**src/rtl/vedic_mul_seq_ctrl.sv**
```systemverilog
// vedic_mul_seq_ctrl
// Sequential unsigned multiplier that builds a W x W product from one
// 2x2 Vedic (Urdhva-Tiryagbhyam) cell, one 2-bit digit pair per cycle.
// Digit pairs are walked with j as the inner index and i as the outer
// index. Each partial product is shifted into place and summed into a
// 2W-bit accumulator. The finished product is held on p until the
// consumer takes it.
//
// Optional feature macro: VEDIC_ZERO_SKIP_EN
//   When defined, an operand pair with a zero operand goes directly from
//   IDLE to DONE on the accepting edge with p = 0, and RUN is skipped.
//   When undefined, zero operands take the normal N*N-cycle path.

// 2-bit x 2-bit Vedic product cell: vertical and crosswise terms, two half adds
module vedic_mul_2x2 (
  input  logic [1:0] i_x,
  input  logic [1:0] i_y,
  output logic [3:0] o_p
);

  logic w_vert0;
  logic w_cross0;
  logic w_cross1;
  logic w_vert1;
  logic w_carry1;

  assign w_vert0  = i_x[0] & i_y[0];
  assign w_cross0 = i_x[1] & i_y[0];
  assign w_cross1 = i_x[0] & i_y[1];
  assign w_vert1  = i_x[1] & i_y[1];
  assign w_carry1 = w_cross0 & w_cross1;

  assign o_p[0] = w_vert0;
  assign o_p[1] = w_cross0 ^ w_cross1;
  assign o_p[2] = w_vert1 ^ w_carry1;
  assign o_p[3] = w_vert1 & w_carry1;

endmodule

module vedic_mul_seq_ctrl #(
  parameter int W = 8
) (
  input  logic           clk,
  input  logic           rst_n,
  input  logic           in_valid,
  output logic           in_ready,
  input  logic [W-1:0]   a,
  input  logic [W-1:0]   b,
  output logic           out_valid,
  input  logic           out_ready,
  output logic [2*W-1:0] p,
  output logic           busy
);

  // Digit count, index width, product width and shift-amount width
  localparam int N  = W / 2;
  localparam int IW = (N > 1) ? $clog2(N) : 1;
  localparam int PW = 2 * W;
  localparam int SW = IW + 2;

  localparam logic [IW-1:0] LAST_DIGIT = IW'(N - 1);

  typedef enum logic [1:0] {
    ST_IDLE,
    ST_RUN,
    ST_DONE
  } state_t;

  state_t r_state;
  state_t w_nextState;

  // Captured operands. They are sampled only at acceptance, so the input
  // pins may change freely while RUN is in progress.
  logic [W-1:0]  r_a;
  logic [W-1:0]  r_b;
  logic [PW-1:0] r_acc;
  logic [PW-1:0] r_p;
  logic [IW-1:0] r_i;
  logic [IW-1:0] r_j;

  logic [1:0]    w_aDigit;
  logic [1:0]    w_bDigit;
  logic [3:0]    w_cellProd;
  logic [SW-1:0] w_shift;
  logic [PW-1:0] w_term;
  logic [PW-1:0] w_sum;
  logic          w_lastDigit;
  logic          w_lastInner;
  logic          w_zeroOp;

`ifdef VEDIC_ZERO_SKIP_EN
  assign w_zeroOp = (a == '0) || (b == '0);
`else
  assign w_zeroOp = 1'b0;
`endif

  assign w_aDigit    = r_a[{r_i, 1'b0} +: 2];
  assign w_bDigit    = r_b[{r_j, 1'b0} +: 2];
  assign w_lastInner = (r_j == LAST_DIGIT);
  assign w_lastDigit = (r_i == LAST_DIGIT) && w_lastInner;

  vedic_mul_2x2 u_cell (
    .i_x (w_aDigit),
    .i_y (w_bDigit),
    .o_p (w_cellProd)
  );

  // Digit pair (i,j) has weight 4^(i+j), so the shift is 2*i + 2*j bits
  assign w_shift = {1'b0, r_i, 1'b0} + {1'b0, r_j, 1'b0};
  assign w_term  = PW'(w_cellProd) << w_shift;
  assign w_sum   = r_acc + w_term;

  assign p = r_p;

  // State register; reset abandons any operation that is in flight
  always_ff @(posedge clk) begin
    if (!rst_n) begin
      r_state <= ST_IDLE;
    end else begin
      r_state <= w_nextState;
    end
  end

  // Next-state logic and handshake/status outputs decoded from the state
  always_comb begin
    w_nextState = r_state;
    in_ready    = 1'b0;
    out_valid   = 1'b0;
    busy        = 1'b0;
    case (r_state)
      ST_IDLE: begin
        in_ready = 1'b1;
        if (in_valid) begin
          w_nextState = w_zeroOp ? ST_DONE : ST_RUN;
        end
      end
      ST_RUN: begin
        busy = 1'b1;
        if (w_lastDigit) begin
          w_nextState = ST_DONE;
        end
      end
      ST_DONE: begin
        out_valid = 1'b1;
        if (out_ready) begin
          w_nextState = ST_IDLE;
        end
      end
      default: begin
        w_nextState = ST_IDLE;
      end
    endcase
  end

  // Operand capture, digit walk, accumulation and result publish
  always_ff @(posedge clk) begin
    if (!rst_n) begin
      r_a   <= '0;
      r_b   <= '0;
      r_acc <= '0;
      r_p   <= '0;
      r_i   <= '0;
      r_j   <= '0;
    end else begin
      case (r_state)
        ST_IDLE: begin
          if (in_valid) begin
            r_a   <= a;
            r_b   <= b;
            r_acc <= '0;
            r_i   <= '0;
            r_j   <= '0;
            if (w_zeroOp) begin
              r_p <= '0;
            end
          end
        end
        ST_RUN: begin
          r_acc <= w_sum;
          if (w_lastDigit) begin
            r_p <= w_sum;
            r_i <= '0;
            r_j <= '0;
          end else if (w_lastInner) begin
            r_j <= '0;
            r_i <= r_i + IW'(1);
          end else begin
            r_j <= r_j + IW'(1);
          end
        end
        default: begin
        end
      endcase
    end
  end

endmodule

```
**config.mk**
```make
export PLATFORM = sky130hd
export DESIGN_NAME = vedic_mul_seq_ctrl
export DESIGN_NICKNAME = d
export VERILOG_FILES = /design/src/rtl/vedic_mul_seq_ctrl.sv
export SDC_FILE = /design/constraint.sdc
export NUM_CORES = 1
export LEC_CHECK = 0
export ABC_AREA = 1
export CORE_MARGIN = 2
export CORE_UTILIZATION = 45
export CTS_BUF_LIST = sky130_fd_sc_hd__clkbuf_4 sky130_fd_sc_hd__clkbuf_8
export DETAILED_ROUTE_END_ITERATION = 10
export HOLD_SLACK_MARGIN = 0.03
export PLACE_DENSITY = 0.68
export SYNTH_ARGS = -nofsm -noshare
export SYNTH_HDL_FRONTEND = slang
export SYNTH_HIERARCHICAL = 1
export SYNTH_SLANG_ARGS = --single-unit
```
**constraint.sdc**
```tcl
create_clock -name clk -period 4.45 [get_ports clk]
set_clock_uncertainty 0.15 [all_clocks]
set_input_delay 0.89 -clock clk [delete_from_list [all_inputs] [get_ports clk]]
set_output_delay 0.89 -clock clk [all_outputs]
set_load 0.005 [all_outputs]
```
==> impl_metrics.env <==
export IMPL_htreeDepth=2
export IMPL_die_x_um=90.49
export IMPL_fin_crit_sh_pct=79.01
export IMPL_crit_fanout=8
export IMPL_hold_depth=2
export IMPL_syn_avg_cell_area_sq_um=6.510
export IMPL_drt_iter0_drc=239
export IMPL_dp_slack_ns=1.004
export IMPL_track_usage_pct=21.35
export IMPL_grt_ovfl_total=0
export IMPL_critPathKind="flop to flop"
export IMPL_root_buffer="clkbuf_8"
export IMPL_cp_end_kind="flop"
export IMPL_final_common_cell="nand2_1"
export IMPL_num_rows=31
export IMPL_clkLatencyLatePin_ns=0.32
export IMPL_ff2ff_setup_slack_ns=0.93
export IMPL_yosysTopAreaCellShare_pct=32.12
export IMPL_path_clk_slew_ns=0.11
export IMPL_synth_area_sq_um=3366
export IMPL_gp_congestion=1.008
export IMPL_report_final_slew_viol_count=0
export IMPL_post_drt_wl_per_cell_um=12.96
export IMPL_viasPerCell=5.025
export IMPL_drt_total_wl_mm=8.399
export IMPL_ys_types=41
export IMPL_yosys_register_bits=54
export IMPL_slew_headroom_pct=58.11
export IMPL_cts_buffers=5
export IMPL_vdd_ir_drop_max_mv=0.1246
export IMPL_synth_xor_area_share_pct=0.5204
export IMPL_postRouteAntennaNets=0
export IMPL_synth_nets=559
export IMPL_setup_tns_ns=0
export IMPL_min_path_type="flop to flop"
export IMPL_synth_compound_area_share_pct=12.30
export IMPL_antenna_found_initial=0
export IMPL_grt_pass1_wl_mm=14.37
export IMPL_min_from="p[6]"
export IMPL_grt_pass1_vias=3021
export IMPL_hold_buffers=0
export IMPL_start_util_pct=46.40
export IMPL_synth_simple_area_share_pct=35.06
export IMPL_io_buffers=38
export IMPL_layout_drive_gt1_share_pct=6.557
export IMPL_post_cts_buffers=0
export IMPL_fillers=729
export IMPL_seq_area_frac_synth_pct=32.12
export IMPL_core_area_sq_um=7253
export IMPL_synthTopCellsByArea="dfxtp_1 32%, nand2_1 16%, nor2_1 8.6%"
export IMPL_cts_tree="done"
export IMPL_drc=0
export IMPL_final_util_pct=53.39
export IMPL_worst_path_largest_cell_delay_ns=0.50
export IMPL_crit_path_top_delay_cell="dfxtp_1"
export IMPL_min_to="p[6]"
export IMPL_fmax_mhz=284.4
export IMPL_synth_top_family_by_area="simple AND/OR/NAND/NOR gates"
export IMPL_cts_sink_count=54
export IMPL_die_y_um=90.49
export IMPL_path_cells="inv_1 > o21ai_0 > o22ai_1 > nand2_1 > inv_1 > ha_1 > ha_1 > nand2_1 > nor2_1 > a31oi_1 > nor2_1 > ha_1 > nand2_1 > inv_1 > nand2_1 > nand2_1 > a21oi_1 > nand3_1 > nand2_1 > nand2_1 > nand2_1 > inv_1"
export IMPL_regToRegEndpoint="p[14]"
export IMPL_cp_data_arrival_time_ns=3.60
export IMPL_setup_viol=0
export IMPL_crit_path_start_kind="flop"
export IMPL_worst_ep_required_time_ns=4.53
export IMPL_cap_violations=0
export IMPL_r2r_start="r_i[0]"
export IMPL_cpMostUsedCell="nand2_1"
export IMPL_finalHoldViolCount=0
export IMPL_synth_mux_area_share_pct=0.2974
export IMPL_final_nets=590
export IMPL_grt_setup_unrepaired="no"
export IMPL_p_per_area_nw_per_um2=245.8
export IMPL_clock_path_buffers=2
export IMPL_firstDrtPassIters=7
export IMPL_dr_total_vias=3256
export IMPL_area_delta_synth_final_pct=15.06
export IMPL_fin_crit_ns=3.516
export IMPL_layout_common_cells="145 x nand2_1, 77 x nor2_1, 63 x inv_1"
export IMPL_fin_ws_ns=0.9340
export IMPL_synthAdderAreaFrac_pct=8.625
export IMPL_multi_input_area_sq_um=1912
export IMPL_yosys_area_top_type="dfxtp_1"
export IMPL_io_pins=39
export IMPL_yosysWarnings=6
export IMPL_hpwlAfterDp_mm=6.495
export IMPL_die_area_sq_um=8188
export IMPL_worstMarginPinSlew_ns=0.6264
export IMPL_grt_max_degree=29
export IMPL_power_total_mw=0.9520
export IMPL_status="complete, no violations"
export IMPL_num_antenna_cells=0
export IMPL_reg2regPathDepth=22
export IMPL_p_leak_nw=1.855
export IMPL_cts_resized=0
export IMPL_area_sequential_sq_um=1081
export IMPL_syn_inst=517
## cell type report
cell class | instances | area share, %
inverters | 70 | 6.850
multi-input cells | 378 | 49.37
clock buffers | 6 | 2.132
flip-flops and latches | 54 | 27.92
clock inverters | 2 | 0.5170
well taps | 99 | 3.199
repair buffers | 39 | 10.02
## power breakdown
part / switching (mW) / internal (mW) / total [mW]
registers: 0.0121 / 0.499 / 0.511
logic: 0.0783 / 0.0489 / 0.127
clock network: 0.181 / 0.133 / 0.314
## synth_stat cells
| library cell | count |
|---|---|
| nor3_2 | 1 |
| clkinv_1 | 1 |
| nand2_1 | 145 |
| o21ai_2 | 1 |
| buf_2 | 3 |
| o22ai_1 | 6 |
| and2_1 | 2 |
| clkbuf_1 | 3 |
| or2_2 | 4 |
| nor2_1 | 77 |
| a31oi_1 | 2 |
| o21a_1 | 1 |
| nand2_4 | 1 |
| fa_1 | 2 |
| nor3_1 | 4 |
| inv_2 | 5 |
| buf_6 | 2 |
| a21oi_1 | 34 |
| dfxtp_1 | 54 |
| mux2i_1 | 1 |
| inv_4 | 1 |
| o21ai_1 | 2 |
| nor2_2 | 1 |
| nand3b_1 | 1 |
| nor2_8 | 1 |
| ha_1 | 20 |
| buf_4 | 6 |
| nor2_4 | 1 |
| nand3_1 | 28 |
| a221oi_1 | 1 |
| a21o_1 | 1 |
| nand4_1 | 1 |
| xor2_1 | 2 |
| nand2_2 | 4 |
| and2_4 | 1 |
| or2_1 | 2 |
| a21oi_2 | 3 |
| clkbuf_8 | 1 |
| inv_1 | 63 |
| nand3_2 | 3 |
| o21ai_0 | 25 |
## worst max-delay path by stage
stage	from	to	slack (ns)	depth (start not counted)
2_1_floorplan	r_i[0]	p[14]	1.55	22
3_3_place_gp	r_i[0]	p[14]	1.04	22
3_5_place_dp	r_i[0]	p[14]	1.00	22
4_1_cts	r_i[0]	p[14]	1.0	22
5_1_grt	r_i[0]	p[13]	0.69	22
6_report	r_i[0]	p[14]	0.93	22
## state kept, by name, indices dropped and copies added, names as in the netlist
signal,count
r_b,8
r_j,2
r_acc,16
r_i,2
r_state,2
p,16
r_a,8
## critical path: cells and delay by family (launching register included)
kind / cells / cell delay [ns]
and+or+nand+nor: 11 / 0.92
adders and majority gates: 3 / 0.85
AOI/OAI and AO/OA: 4 / 0.71
DFF: 1 / 0.50
buffers and inverters: 4 / 0.28
## through the flow
stage               hold slack (ns)  instances  cell area [sq um]
finish                       0.3220        648               3872
global route                 0.3518        648               3872
CTS                          0.3252        648               3872
detailed placement           0.3063        640               3770
global placement             0.3011        640               3770
floorplan                    0.2933        517               3366
## logic make-up (layout without fill, tap and decap cells)
group,Yosys count,after routing
xor gates and xnor gates,2,2
muxes,1,1
and+or+nand+nor,277,277
DFF,54,54
buffers and inverters,85,117
adders and majority gates,22,22
AOI/OAI and AO/OA,76,76
## metal layers
layer | share of wire, % | vias up | global-route usage (%)
met2 | 41 | 90 | 31.97
met3 | 5.8 | 8 | 2.421
met1 | 52 | 1467 | 32.47
met4 | 1.2 | 0 | 5.385
met5 | 0 | - | 0
li1 | - | 1691 | -
Note: power is estimated with default switching activity, not from simulation.
